**src/rtl/vga_sync_gen.sv**
```systemverilog
// 640x480@60 raster timing generator: counters advance on pix_en, all outputs registered.
// Decode is taken from the next-state counters so sync/video_on line up with x/y with zero skew.
module vga_sync_gen #(
  parameter int H_ACTIVE = 640,
  parameter int H_FP     = 16,
  parameter int H_SYNC   = 96,
  parameter int H_BP     = 48,
  parameter int V_ACTIVE = 480,
  parameter int V_FP     = 10,
  parameter int V_SYNC   = 2,
  parameter int V_BP     = 33,
  parameter bit SYNC_POL = 1'b0
) (
  input  logic       clk,
  input  logic       rst,
  input  logic       pix_en,
  output logic       hsync,
  output logic       vsync,
  output logic       video_on,
  output logic [9:0] x,
  output logic [9:0] y,
  output logic       line_start,
  output logic       frame_start
);

  localparam int H_TOTAL = H_ACTIVE + H_FP + H_SYNC + H_BP;
  localparam int V_TOTAL = V_ACTIVE + V_FP + V_SYNC + V_BP;

  localparam logic [9:0] X_LAST   = 10'(H_TOTAL - 1);
  localparam logic [9:0] Y_LAST   = 10'(V_TOTAL - 1);
  localparam logic [9:0] X_VIS    = 10'(H_ACTIVE);
  localparam logic [9:0] Y_VIS    = 10'(V_ACTIVE);
  localparam logic [9:0] HS_START = 10'(H_ACTIVE + H_FP);
  localparam logic [9:0] HS_END   = 10'(H_ACTIVE + H_FP + H_SYNC - 1);
  localparam logic [9:0] VS_START = 10'(V_ACTIVE + V_FP);
  localparam logic [9:0] VS_END   = 10'(V_ACTIVE + V_FP + V_SYNC - 1);

  logic [9:0] nx;
  logic [9:0] ny;
  logic       x_wrap;

  always_comb begin
    x_wrap = (x == X_LAST);
    nx     = x_wrap ? 10'd0 : x + 10'd1;
    ny     = y;
    if (x_wrap) begin
      ny = (y == Y_LAST) ? 10'd0 : y + 10'd1;
    end
  end

  always_ff @(posedge clk) begin
    if (rst) begin
      x           <= X_LAST;
      y           <= Y_LAST;
      hsync       <= ~SYNC_POL;
      vsync       <= ~SYNC_POL;
      video_on    <= 1'b0;
      line_start  <= 1'b0;
      frame_start <= 1'b0;
    end else if (pix_en) begin
      x           <= nx;
      y           <= ny;
      hsync       <= (nx >= HS_START && nx <= HS_END) ? SYNC_POL : ~SYNC_POL;
      vsync       <= (ny >= VS_START && ny <= VS_END) ? SYNC_POL : ~SYNC_POL;
      video_on    <= (nx < X_VIS) && (ny < Y_VIS);
      line_start  <= (nx == 10'd0);
      frame_start <= (nx == 10'd0) && (ny == 10'd0);
    end else begin
      // Strobes are one clk wide even when pix_en is slower than clk.
      line_start  <= 1'b0;
      frame_start <= 1'b0;
    end
  end

endmodule

```
**config.mk**
```make
export PLATFORM = sky130hd
export DESIGN_NAME = vga_sync_gen
export DESIGN_NICKNAME = d
export VERILOG_FILES = /design/src/rtl/vga_sync_gen.sv
export SDC_FILE = /design/constraint.sdc
export NUM_CORES = 1
export LEC_CHECK = 0
export BUFFER_PORTS_ARGS = -buffer_cell sky130_fd_sc_hd__buf_4
export CAP_MARGIN = 20
export CORE_MARGIN = 10
export CORE_UTILIZATION = 56
export DETAILED_ROUTE_END_ITERATION = 7
export PLACE_DENSITY = 0.78
export SETUP_SLACK_MARGIN = 0.05
export SLEW_MARGIN = 5
export SYNTH_ARGS = -nofsm -noshare
export SYNTH_HDL_FRONTEND = slang
export SYNTH_SLANG_ARGS = --single-unit
```
**constraint.sdc**
```tcl
create_clock -name clk -period 2.8 [get_ports clk]
set_input_delay 0.14 -clock clk [delete_from_list [all_inputs] [get_ports clk]]
set_output_delay 0.14 -clock clk [all_outputs]
set_load 0.1 [all_outputs]
```
Word-level counts from Yosys, hierarchy flattened
Index checks and enable logic that the tools add are counted.
Widths: inputs -> output; s select.
{ "word_totals": {"elab_cells": 30, "output_inout_bits": 25, "input_bits": 3, "reg_bits": 25} }
{ "op_classes": {"n_lt_le_gt_ge": 6, "mux": 5, "n_addsub": 2, "reduce_logical": 7, "bitwise": 1, "n_eq_ne": 2} }
{ "op_table": {"columns": ["operator", "n"], "rows": [
  ["$mux 10", 3],
  ["$add 10x1->10 const B", 2],
  ["$eq 10x10->1 const B", 2],
  ["$logic_not 10->1", 2],
  ["$ge 10x10->1 const B", 1],
  ["$ge 10x9->1 const B", 1],
  ["$le 10x10->1 const B", 1],
  ["$le 10x9->1 const B", 1],
  ["$lt 10x10->1 const B", 1],
  ["$lt 10x9->1 const B", 1],
  ["$logic_and 1x1->1", 4],
  ["$mux 1", 2],
  ["$reduce_or 2->1", 1],
  ["$not 1->1", 1]
]} }

Logic depth before layout (Yosys ltp)
Gate-level depths: netlist of the first run.
{ "logic_depth": {"ltp_word": 6, "ltp_mapped": 10, "depth_no_buf": 8} }

Worst setup path before layout of the first run
No wires, ideal clock.
{ "synth_path": {"kind": "register -> register", "from": "register x[0]", "to": "register frame_start", "slack_ns": -0.125, "required_time_ns": 2.739, "arrival_time_ns": 2.864, "path_stages_with_launch": 9, "synth_period_minus_slack_ns": 2.925, "path_cell_list": "dfxtp_1 -> ha_1 -> and4_1 -> buf_4 -> nand3_2 -> a2111oi_1 -> a41oi_1 -> nor4_2 -> and4bb_1"} }
{ "synth_via": {"elab_chain_len": 4, "word_cells_on_any_way": 7} }
{ "synth_rtl": {"columns": ["item", "line", "text"], "rows": [
  ["from (decl)", "20", "output logic [9:0] x,"],
  ["from (signal assigned)", "61", "x <= nx;"],
  ["$add 10x1->10 / $eq 10x10->1 (equally long branches)", "44, 43", null],
  ["$mux 10, on equally long branches", "44, 46", null],
  ["$logic_not 10->1", "67", "frame_start <= (nx == 10'd0) && (ny == 10'd0);"],
  ["$logic_and 1x1->1 *", "67", null],
  ["to (signal assigned)", "67", null],
  ["to (decl)", "23", "output logic frame_start"]
]} }
Every way passes the cells marked *; elsewhere a longest branch is shown, timed or not.
A chain may end at the register's enable or synchronous reset.

Final worst setup path of the first run
{ "layout_path": {"from": "register x[0]", "to": "register vsync"} }
{ "layout_via": {"elab_chain_len": 5, "word_cells_on_any_way": 6} }
{ "layout_rtl": {"columns": ["item", "line", "text"], "rows": [
  ["$eq 10x10->1 *", "43", "x_wrap = (x == X_LAST);"],
  ["$mux 10 *", "46", "if (x_wrap) begin"],
  ["$ge 10x9->1 / $le 10x9->1 (equally long branches)", "64", "vsync <= (ny >= VS_START && ny <= VS_END) ? SYNC_POL : ~SYNC_POL;"],
  ["$logic_and 1x1->1 *", "64", null],
  ["$mux 1 *", "64", null],
  ["to (signal assigned)", "56", "vsync <= ~SYNC_POL;"],
  ["to (signal assigned)", "64", null],
  ["to (decl)", "18", "output logic vsync,"]
]} }
Marks and branches as above.

==> results of run 1 <==
[state kept, by name, indices dropped and copies added, names as in the netlist]
signal,cells
frame_start,1
hsync,1
line_start,1
video_on,1
vsync,1
x,10
y,10
[worst max-delay path by stage]
stage | startpoint | end | slack, ns | cells past startpoint
final | x[0] | vsync | 0.33 | 8
after detailed placement | x[0] | vsync | 0.39 | 8
after floorplan | x[2] | frame_start | 0.06 | 8
after global placement | x[0] | y[4] | 0.56 | 7
after CTS | x[0] | vsync | 0.37 | 8
after global routing | x[0] | y[8] | 0.07 | 7
[worst max-delay path, stage by stage (launching register included)]
cell and delay [ns]:
sky130_fd_sc_hd__dfxtp_2 0.41, sky130_fd_sc_hd__ha_1 0.29, sky130_fd_sc_hd__and4_1 0.36, sky130_fd_sc_hd__nand3_2 0.11, sky130_fd_sc_hd__buf_4 0.20, sky130_fd_sc_hd__nor2_1 0.18, sky130_fd_sc_hd__a31oi_1 0.11, sky130_fd_sc_hd__nor4bb_1 0.50
sky130_fd_sc_hd__a41oi_1 0.18
[report_power, final]
group	total [mW]	leakage (nW)	internal (mW)	switching, mW
registers	0.429	0.204	0.379	0.0501
clock network	0.160	0.0177	0.0534	0.107
logic	0.480	0.525	0.141	0.339
total	1.07	0.746	0.574	0.496
[through the flow]
step	power [mW]	hold slack, ns
4_1_cts	1.074	0.1583
5_1_grt	1.135	0.1697
3_5_place_dp	0.9125	0.4630
2_1_floorplan	0.8201	0.3240
3_3_place_gp	0.9039	0.4537
6_report	1.070	0.1669
[layout make-up]
| class | count | share of cell area |
|---|---|---|
| Tap cell | 31 | 0.02049 |
| Clock buffer | 3 | 0.01190 |
| Timing Repair Buffer | 29 | 0.1150 |
| Multi-Input combinational cell | 168 | 0.5684 |
| Clock inverter | 1 | 0.002644 |
| Sequential cell | 25 | 0.2677 |
| Inverter | 7 | 0.01388 |
[layer usage]
layer	share of wire	GRT usage	routed length, um
met1	0.40	0.2020	1859
met2	0.52	0.2895	2386
met3	0.063	0.02891	289
met4	0.018	0.07773	84
met5	0	0	0
[cell families after synthesis]
kind of cell             count (synthesis)
adder cells (fa/ha/maj)                  5
flip-flops                              25
AO/OA/AOI/OAI                           62
buffers and inverters                   28
AND/OR/NAND/NOR                         91
XOR/XNOR                                10
[layout by cell type, fill, tap and decap left out, drive strengths merged, types with 3 or more instances in the layout]
cell,instances
a41oi,5
inv,6
nor3,6
xnor2,8
or3,5
nand2,18
o31ai,3
buf,29
clkbuf,3
nand3,9
a31oi,4
and3,6
nor2,24
a21oi,17
nand4,4
dfxtp,25
and4,4
ha,4
o21ai,13
and2,5
o21bai,3
==> summary.txt, run 1 <==
Result of the run: finished, final reports clean
Critical Path End Type: register
RD Place Congestion: 1.009
Clk pin slew, worst setup/hold paths: 0.14 ns
Worst-case clock skew: 0.007815 ns
Finished Cell Area: 1893 um^2
Worst hold path startpoint: rst
Peak fanout along the critical path: 12
Number of vias in the routed layout: 1,715
Number of buffers added by the clock tree synthesis step: 3
Type of origin of the critical path: register
Static Leak: 0.7464 nW
Number of instances in the synthesized netlist: 221
Relative slew slack: 0.6492
Starting Density: 0.6006
Library cell with the largest summed area after synthesis: sky130_fd_sc_hd__dfxtp_1
Combinational family with the most area after synthesis: simple AND/OR/NAND/NOR gates
Number of hold-slack violations in the final timing report: 0
Iteration-0 DRC Markers: 262
Top-Level Pins: 28
Setup total negative slack: 0 ns
Final instance count without filler cells: 264
Remaining design rule violation count: 0
Setup CP Type: register to register
Wire length of the first global-routing pass: 7693 um
Number of H-tree branching levels: 1
Vias in the first global route: 1,659
Number of detailed-routing iterations run before antenna repair: 4
Worst path setup slack after routing: 0.3314 ns
Power Density: 565.3 nW/um^2
Post-route fraction of the period consumed by the critical path: 0.8816
Fraction of synthesized cell area taken by the top area cell type: 0.2946
Number of pins exceeding their max-slew limit in the final report: 0
Worst EP required: 2.98 ns
Number of enable-type register cells in the synthesized netlist: 0
Netlist area before placement: 1699 um^2
Worst path arrival time: 2.65 ns
Worst supply voltage drop on vdd: 0.3909 mV
Vias per std cell: 6.496
Post-synth ARST share: 0
Cell depth of the worst min-delay path: 2
Number of routed nets with antenna violations: 0
Synthesized-area fraction occupied by and/or/nand/nor cells: 0.2997
Worst-Skew Late Latency: 0.32 ns
Count of port buffers added during placement: 27
MaxCap Viol Count: 0
Clock root buffer: sky130_fd_sc_hd__clkbuf_4
Final layout net count: 241
Min Clock Period, post-route: 2.469 ns
Post-cts hold buffer count: 0
Count of distinct cell types in the synthesized netlist: 52
GRT Resource Usage Total: 0.1694
HPWL after detailed placement: 3399 um
Routed WL per cell: 17.50 um
Largest net degree at the start of global routing: 26
Synth Area in XOR/XNOR: 0.05155
Number of antenna violations at the first check in global routing: 0
Hold-critical path endpoint: x[6]
Growth of design area from synthesis to finish: 11.41%
Worst R2R End: vsync
Num Clock Sinks: 25
Mux cell area share after synthesis: 0
Arithmetic-cell share of the synthesized area counting full adders, half adders and majority gates: 0.03535
X dimension of the die: 75.09 um
Logic depth of the worst register-to-register path: 8
Die height: 75.09 um
YS warnings: 0
Die area: 5638 um^2
Synthesized-area fraction occupied by ao, oa, aoi and oai cells: 0.2467
Number of core rows: 19
Area taken by flip-flops and latches: 506.7 um^2
Synth cell count leaders: sky130_fd_sc_hd__dfxtp_1 (25), sky130_fd_sc_hd__nor2_1 (24), sky130_fd_sc_hd__nand2_1 (18)
Register bit total from synthesis: 25
Transition time of the tightest slew-check pin: 0.5191 ns
Share of cells above drive strength 1: 0.1888
Share of the core filled with cells: 0.6692
Most instantiated flip-flop cell in the synthesis netlist: sky130_fd_sc_hd__dfxtp_1
Synthesized area per cell: 7.688 um^2
Placeable core region: 2829 um^2
Hold crit path type: input port to register
Placed instance area: 1866 um^2
Biggest area contributors in the synthesized netlist: sky130_fd_sc_hd__dfxtp_1 (29%), sky130_fd_sc_hd__nor2_1 (5.3%), sky130_fd_sc_hd__a21oi_1 (5.0%), sky130_fd_sc_hd__xnor2_1 (4.1%), sky130_fd_sc_hd__nand2_1 (4.0%)
Placed insts: 260
Register-to-register setup slack: 0.33 ns
GRT overflow: 0
Worst r2r src: x[0]
Bufs on Longest Clock Path: 2
Detailed Route WL: 4619 um
Net count after synthesis: 228
Multi-input combinational cell area: 1076 um^2
Leading cell type by number of instances after synthesis: sky130_fd_sc_hd__dfxtp_1
Highest attainable clock frequency: 0.4051 GHz
Filler instances: 249
Number of antenna repair diodes: 0
Post CTS Setup Buffer Count: 0
Share of the yosys chip area belonging to registers: 0.2946
Number of instances resized during post-cts repair: 0
RSZ-0062 raised after global routing: false
Pre-CTS WS: 0.3932 ns
Number of setup violations in the final report: 0
Clock tree from TritonCTS: done
Note: power is estimated with default switching activity, not from simulation.
==> inputs of run 2 (changes only) <==
Settings changed: PLACE_DENSITY 0.78 to not set, PLACE_DENSITY_LB_ADDON set to 0.15.
==> run 2 against run 1 <==
Combinational power decreased by 0.8%. Worst setup slack improved by 0.048 ns. Critical path depth stayed put. Highest routed layer unchanged. First-iteration DRC count fell by 14%. Flip-flop and latch count unchanged. Fmax up 2.0%. Clock-buffer cell count increased by 1. Power down 0.35%. Sequential power about the same. Sequential share of layout area hardly changed. Non-clock buffer count did not move. Clock skew shrank 0.0051 ns. Largest power group unchanged.
==> summary.txt, run 2 (same netlist as run 1, synthesis figures left out) <==
Worst path slowest cell: sky130_fd_sc_hd__nor4bb_1
Die height: 75.09 um (unchanged)
Worst path max stage delay: 0.48 ns (-0.02 ns)
Peak fanout along the critical path: 12 (unchanged)
Final layout net count: 241 (unchanged)
Number of setup violations in the final report: 0 (unchanged)
Transition time of the tightest slew-check pin: 0.5010 ns (-0.01805 ns)
Worst-case clock skew: 0.002750 ns (-0.005066 ns)
Logic depth of the worst register-to-register path: 8 (unchanged)
Series of cell instances along the critical path: ha_1 -> and4_1 -> nand3_2 -> buf_4 -> nor2_1 -> a31oi_1 -> nor4bb_1 -> a41oi_1
Result of the run: finished, final reports clean
Clk pwr share: 0.151 (about the same)
Cell internal power dissipation: 0.5762 mW (+0.41%)
Setup total negative slack: 0 ns (unchanged)
Hold crit path type: input port to register
Pre-CTS WS: 0.4328 ns (+0.03964 ns)
Share of the core filled with cells: 0.6687 (about the same)
Number of antenna violations at the first check in global routing: 0 (unchanged)
Commonest cells after routing, fill and taps aside: sky130_fd_sc_hd__buf_4 (29), sky130_fd_sc_hd__nor2_1 (24), sky130_fd_sc_hd__dfxtp_1 (20)
Clock root buffer: sky130_fd_sc_hd__clkbuf_4
Setup CP Type: register to register
Most common library cell in the layout ignoring fill and taps: sky130_fd_sc_hd__buf_4
Growth of design area from synthesis to finish: 11.34% (about the same)
Iteration-0 DRC Markers: 225 (-14%)
Die area: 5638 um^2 (unchanged)
Power dissipated by switching net loads: 0.4902 mW (-1.2%)
HPWL after detailed placement: 3271 um (-3.8%)
Number of pins exceeding their max-slew limit in the final report: 0 (unchanged)
Largest net degree at the start of global routing: 26 (unchanged)
Worst r2r src: x[0]
Post-cts hold buffer count: 0 (unchanged)
RD Place Congestion: 1.065 (+5.5%)
Routed WL per cell: 16.84 um (-3.8%)
Highest attainable clock frequency: 0.4131 GHz (+2.0%)
GRT overflow: 0 (unchanged)
Register-to-register setup slack: 0.38 ns (+0.05 ns)
Crit path capture: vsync
Critical Path End Type: register
Worst supply voltage drop on vdd: 0.3813 mV (-2.4%)
Power share of the combinational group: 0.446 (-0.003)
MaxCap Viol Count: 0 (unchanged)
Placed insts: 260 (unchanged)
Relative slew slack: 0.6614 (+0.01220)
Clock tree from TritonCTS: done
X dimension of the die: 75.09 um (unchanged)
Bufs on Longest Clock Path: 2 (unchanged)
Vias in the first global route: 1,601 (-3.5%)
Worst R2R End: vsync
Worst-Skew Late Latency: 0.32 ns (about the same)
Worst hold-check slack: 0.1532 ns (-0.01371 ns)
Type of origin of the critical path: register
Number of core rows: 19 (unchanged)
Number of routed nets with antenna violations: 0 (unchanged)
Count of port buffers added during placement: 27 (unchanged)
Worst path arrival time: 2.61 ns (-0.04 ns)
Static Leak: 0.7436 nW (-0.37%)
Sw Share: 0.4597 (-0.004100)
Number of H-tree branching levels: 1 (unchanged)
Number of hold-slack violations in the final timing report: 0 (unchanged)
Number of vias in the routed layout: 1,720 (+0.29%)
Remaining design rule violation count: 0 (unchanged)
Min Clock Period, post-route: 2.421 ns (-0.04810 ns)
Number of detailed-routing iterations run before antenna repair: 6 (+2)
Number of instances resized during post-cts repair: 0 (unchanged)
Power Density: 563.7 nW/um^2 (-0.29%)
Num Clock Sinks: 25 (unchanged)
Clk pin slew, worst setup/hold paths: 0.13 ns (about the same)
Placeable core region: 2829 um^2 (unchanged)
Number of antenna repair diodes: 0 (unchanged)
Vias per std cell: 6.515 (+0.29%)
Worst EP required: 2.99 ns (about the same)
Detailed Route WL: 4445 um (-3.8%)
RSZ-0062 raised after global routing: false
Worst path setup slack after routing: 0.3795 ns (+0.04810 ns)
Biggest regs: x: 10 flops, y: 10 flops
Share of cells above drive strength 1: 0.1845 (-0.004292)
Starting Density: 0.6006 (unchanged)
GRT Resource Usage Total: 0.1692 (-0.0001785)
Top-Level Pins: 28 (unchanged)
Post-route fraction of the period consumed by the critical path: 0.8645 (-0.01718)
Wire length of the first global-routing pass: 7748 um (+0.71%)
Post CTS Setup Buffer Count: 0 (unchanged)
Flop pwr share: 0.402 (about the same)
Number of buffers added by the clock tree synthesis step: 3 (unchanged)
Worst setup path startpoint: x[0]
Final instance count without filler cells: 264 (unchanged)
==> run 2: changes by cell type in the layout (fill, tap and decap cells not counted), sizes merged <==
cell | before | now
clkinv | 2 | 1
clkbuf | 3 | 4
==> run 2: worst min-delay path by stage <==
stage                   from          to  slack, ns  depth (start not counted)
finish                   rst        x[6]       0.15                          2
global route             rst        x[7]       0.15                          2
global placement    video_on    video_on       0.45                          2
CTS                      rst        y[1]       0.15                          2
detailed placement  video_on    video_on       0.47                          2
floorplan             pix_en  line_start       0.32                          2
==> run 2: final cells by class <==
cell class / instances / area, um^2
fill: 251 / 937.1
inverter: 7 / 26.28
clock buffer: 4 / 26.28
sequential: 25 / 506.7
multi-input combinational: 168 / 1076
tap: 31 / 38.79
timing repair buffer: 29 / 217.7
==> run 2: metrics by stage <==
stage | area, um^2 | power [mW]
final | 1892 | 1.066
after CTS | 1892 | 1.070
after floorplan | 1705 | 0.8201
after global routing | 1892 | 1.130
after detailed placement | 1866 | 0.9078
after global placement | 1866 | 0.8994
==> run 2: power by group through the flow <==
stage / Sequential, mW / Clock [mW] / Combinational, mW
global route: 0.436 / 0.182 / 0.512
detailed placement: 0.435 / 0 / 0.473
floorplan: 0.569 / 0 / 0.251
global placement: 0.432 / 0 / 0.467
CTS: 0.427 / 0.169 / 0.475
finish: 0.429 / 0.161 / 0.476
==> run 2: worst max-delay path, delay by kind of cell, from the launching register on <==
kind	cells	cell delay [ns]
compound gates	2	0.28
fa+ha+maj	1	0.28
buf+inv	1	0.19
flops	1	0.41
simple gates	4	1.12
==> run 2: per-layer routing <==
metal	GRT usage	wire, um	share of wire	vias to the layer above
li1	-	-	-	838
met1	0.1992	1747	0.39	801
met5	0	0	0	-
met3	0.02760	299	0.067	13
met4	0.07563	114	0.026	0
met2	0.2943	2283	0.51	68
==> inputs of run 3 (changes only) <==
Settings changed: CORE_UTILIZATION 56 to 50, CTS_CLUSTER_DIAMETER set to 40.
Clock period 2.8 ns to 2.1 ns, I/O delays scaled along.
==> run 3 against run 2 <==
Register-to-register slack worse by 0.29 ns. Via count up 8.0%. First-iteration DRC count up 4.9%. Flip-flop and latch count unchanged. Sequential share of layout area down 1.3 points.
==> summary.txt, run 3 (same netlist as run 1, synthesis figures left out) <==
Result of the run: finished, final reports clean
Relative slew slack: 0.7633 (+0.1018)
Critical Path End Type: register
Remaining design rule violation count: 0 (unchanged)
Commonest cells after routing, fill and taps aside: sky130_fd_sc_hd__buf_4 (43), sky130_fd_sc_hd__nor2_1 (23), sky130_fd_sc_hd__a21oi_1 (17), sky130_fd_sc_hd__dfxtp_4 (17), sky130_fd_sc_hd__nand2_1 (16)
Clock tree from TritonCTS: done
Post-route fraction of the period consumed by the critical path: 0.9558 (+0.09138)
Type of origin of the critical path: register
RD Place Congestion: 0.9759 (-8.3%)
Crit path capture: frame_start
Number of detailed-routing iterations run before antenna repair: 4 (-2)
Die area: 6130 um^2 (+8.7%)
RSZ-0062 raised after global routing: true
Clk pin slew, worst setup/hold paths: 0.14 ns (about the same)
DR WL met2: 2298 um (+0.66%)
Worst R2R End: frame_start
Number of pins exceeding their max-slew limit in the final report: 0 (unchanged)
Detailed Route WL: 5021 um (+13%)
Static Leak: 0.8465 nW (+14%)
Number of buffers added by the clock tree synthesis step: 3 (unchanged)
Number of antenna violations at the first check in global routing: 0 (unchanged)
Number of core rows: 21 (+2)
GRT Resource Usage Total: 0.1482 (-0.02104)
Routed WL per cell: 17.08 um (+1.4%)
Final layout net count: 256 (+6.2%)
Top-Level Pins: 28 (unchanged)
Worst r2r src: x[1]
Largest net degree at the start of global routing: 26 (unchanged)
X dimension of the die: 78.30 um (+4.3%)
Worst-Skew Late Latency: 0.32 ns (about the same)
Register-to-register setup slack: 0.09 ns (-0.29 ns)
Die height: 78.30 um (+4.3%)
Number of routed nets with antenna violations: 0 (unchanged)
GRT overflow: 0 (unchanged)
Worst-case clock skew: 0.002412 ns (-0.0003373 ns)
MaxCap Viol Count: 0 (unchanged)
Power Density: 704.1 nW/um^2 (+25%)
Post-cts hold buffer count: 0 (unchanged)
Peak fanout along the critical path: 6 (-6)
Number of vias in the routed layout: 1,858 (+8.0%)
Vias per std cell: 6.320 (-3.0%)
Wire length of the first global-routing pass: 7783 um (+0.45%)
Min Clock Period, post-route: 2.007 ns (-0.4132 ns)
Worst EP required: 2.37 ns (-0.62 ns)
Highest attainable clock frequency: 0.4982 GHz (+21%)
Iteration-0 DRC Markers: 236 (+4.9%)
Starting Density: 0.5132 (-0.08739)
Number of antenna repair diodes: 0 (unchanged)
Hold crit path type: input port to register
Placeable core region: 3311 um^2 (+17%)
Growth of design area from synthesis to finish: 31.00%
Worst path arrival time: 2.28 ns (-0.33 ns)
Count of port buffers added during placement: 27 (unchanged)
Vias in the first global route: 1,604 (+0.19%)
Transition time of the tightest slew-check pin: 0.3536 ns (-0.1474 ns)
Highest metal layer with signal wires: met4
Share of the core filled with cells: 0.6723 (+0.003605)
Worst supply voltage drop on vdd: 0.4193 mV (+10%)
Num Clock Sinks: 25 (unchanged)
Bufs on Longest Clock Path: 2 (unchanged)
Number of H-tree branching levels: 1 (unchanged)
HPWL after detailed placement: 3401 um (+4.0%)
Share of cells above drive strength 1: 0.3790 (+0.1945)
DRT met1 WL: 2075 um (+19%)
Logic depth of the worst register-to-register path: 8 (unchanged)
Clock root buffer: sky130_fd_sc_hd__clkbuf_4
Most common library cell in the layout ignoring fill and taps: sky130_fd_sc_hd__buf_4
Routed met3 length: 562 um (+88%)
Setup CP Type: register to register
Worst setup path startpoint: x[1]
Number of setup violations in the final report: 0 (unchanged)
Biggest regs: x: 10 flops, y: 10 flops
Filler instances: 294 (+17%)
Number of hold-slack violations in the final timing report: 0 (unchanged)
Setup total negative slack: 0 ns (unchanged)
-- run 3: how the worst min path moves through the flow --
stage | startpoint | endpoint | slack, ns | depth (start not counted)
after global routing | rst | x[7] | 0.12 | 2
after floorplan | pix_en | line_start | 0.29 | 2
final | rst | y[0] | 0.13 | 2
after detailed placement | rst | y[0] | 0.46 | 2
after global placement | rst | y[0] | 0.45 | 2
after CTS | rst | y[5] | 0.11 | 2
-- run 3: repair_timing --
action,4_1_cts,5_1_grt
gates resized for setup,4,14
endpoints found under the setup margin,2,4
buffers inserted,1,8
pin swaps,0,9
cloned,0,0
-- run 3: worst max-delay path, stage by stage (launching register included) --
cell and delay [ns]:
sky130_fd_sc_hd__dfxtp_4 0.41, sky130_fd_sc_hd__ha_4 0.14, sky130_fd_sc_hd__buf_4 0.13, sky130_fd_sc_hd__nand3_2 0.09
sky130_fd_sc_hd__xnor2_2 0.17, sky130_fd_sc_hd__a2111oi_4 0.36, sky130_fd_sc_hd__a41oi_2 0.09, sky130_fd_sc_hd__nor4_2 0.32
sky130_fd_sc_hd__and4bb_1 0.24
-- run 3: routing by layer --
| layer | vias to the layer above | track usage |
|---|---|---|
| met5 | - | 0 |
| met4 | 0 | 0.04122 |
| met3 | 16 | 0.04214 |
| met2 | 114 | 0.2278 |
| met1 | 865 | 0.1970 |
| li1 | 863 | - |
-- run 3: layout make-up --
class                   count  area (um^2)  share of cell area
well taps                  46        57.56             0.02586
clock buffers               3        22.52             0.01012
clock inverters             1        5.005            0.002248
inverters                   7        26.28             0.01180
flip-flops and latches     25        568.0              0.2552
repair buffers             44        327.8              0.1473
multi-input cells         168         1219              0.5475
-- run 3: per-stage QoR --
stage	hold WS (ns)	instance area (um^2)	cells	total power, mW	worst slack [ns]
5_1_grt	0.1208	2226	294	1.646	-0.03493
6_report	0.1278	2226	294	1.567	0.09274
2_1_floorplan	0.2905	1879	221	1.154	-0.0006823
4_1_cts	0.1106	2095	286	1.492	0.07107
3_3_place_gp	0.4545	2043	281	1.259	0.08157
3_5_place_dp	0.4566	2043	281	1.266	0.03933
-- run 3: power breakdown --
| part | leakage (nW) | switching [mW] | internal (mW) |
|---|---|---|---|
| combinational | 0.618 | 0.508 | 0.274 |
| clock | 0.0177 | 0.145 | 0.0713 |
| sequential | 0.211 | 0.0681 | 0.501 |
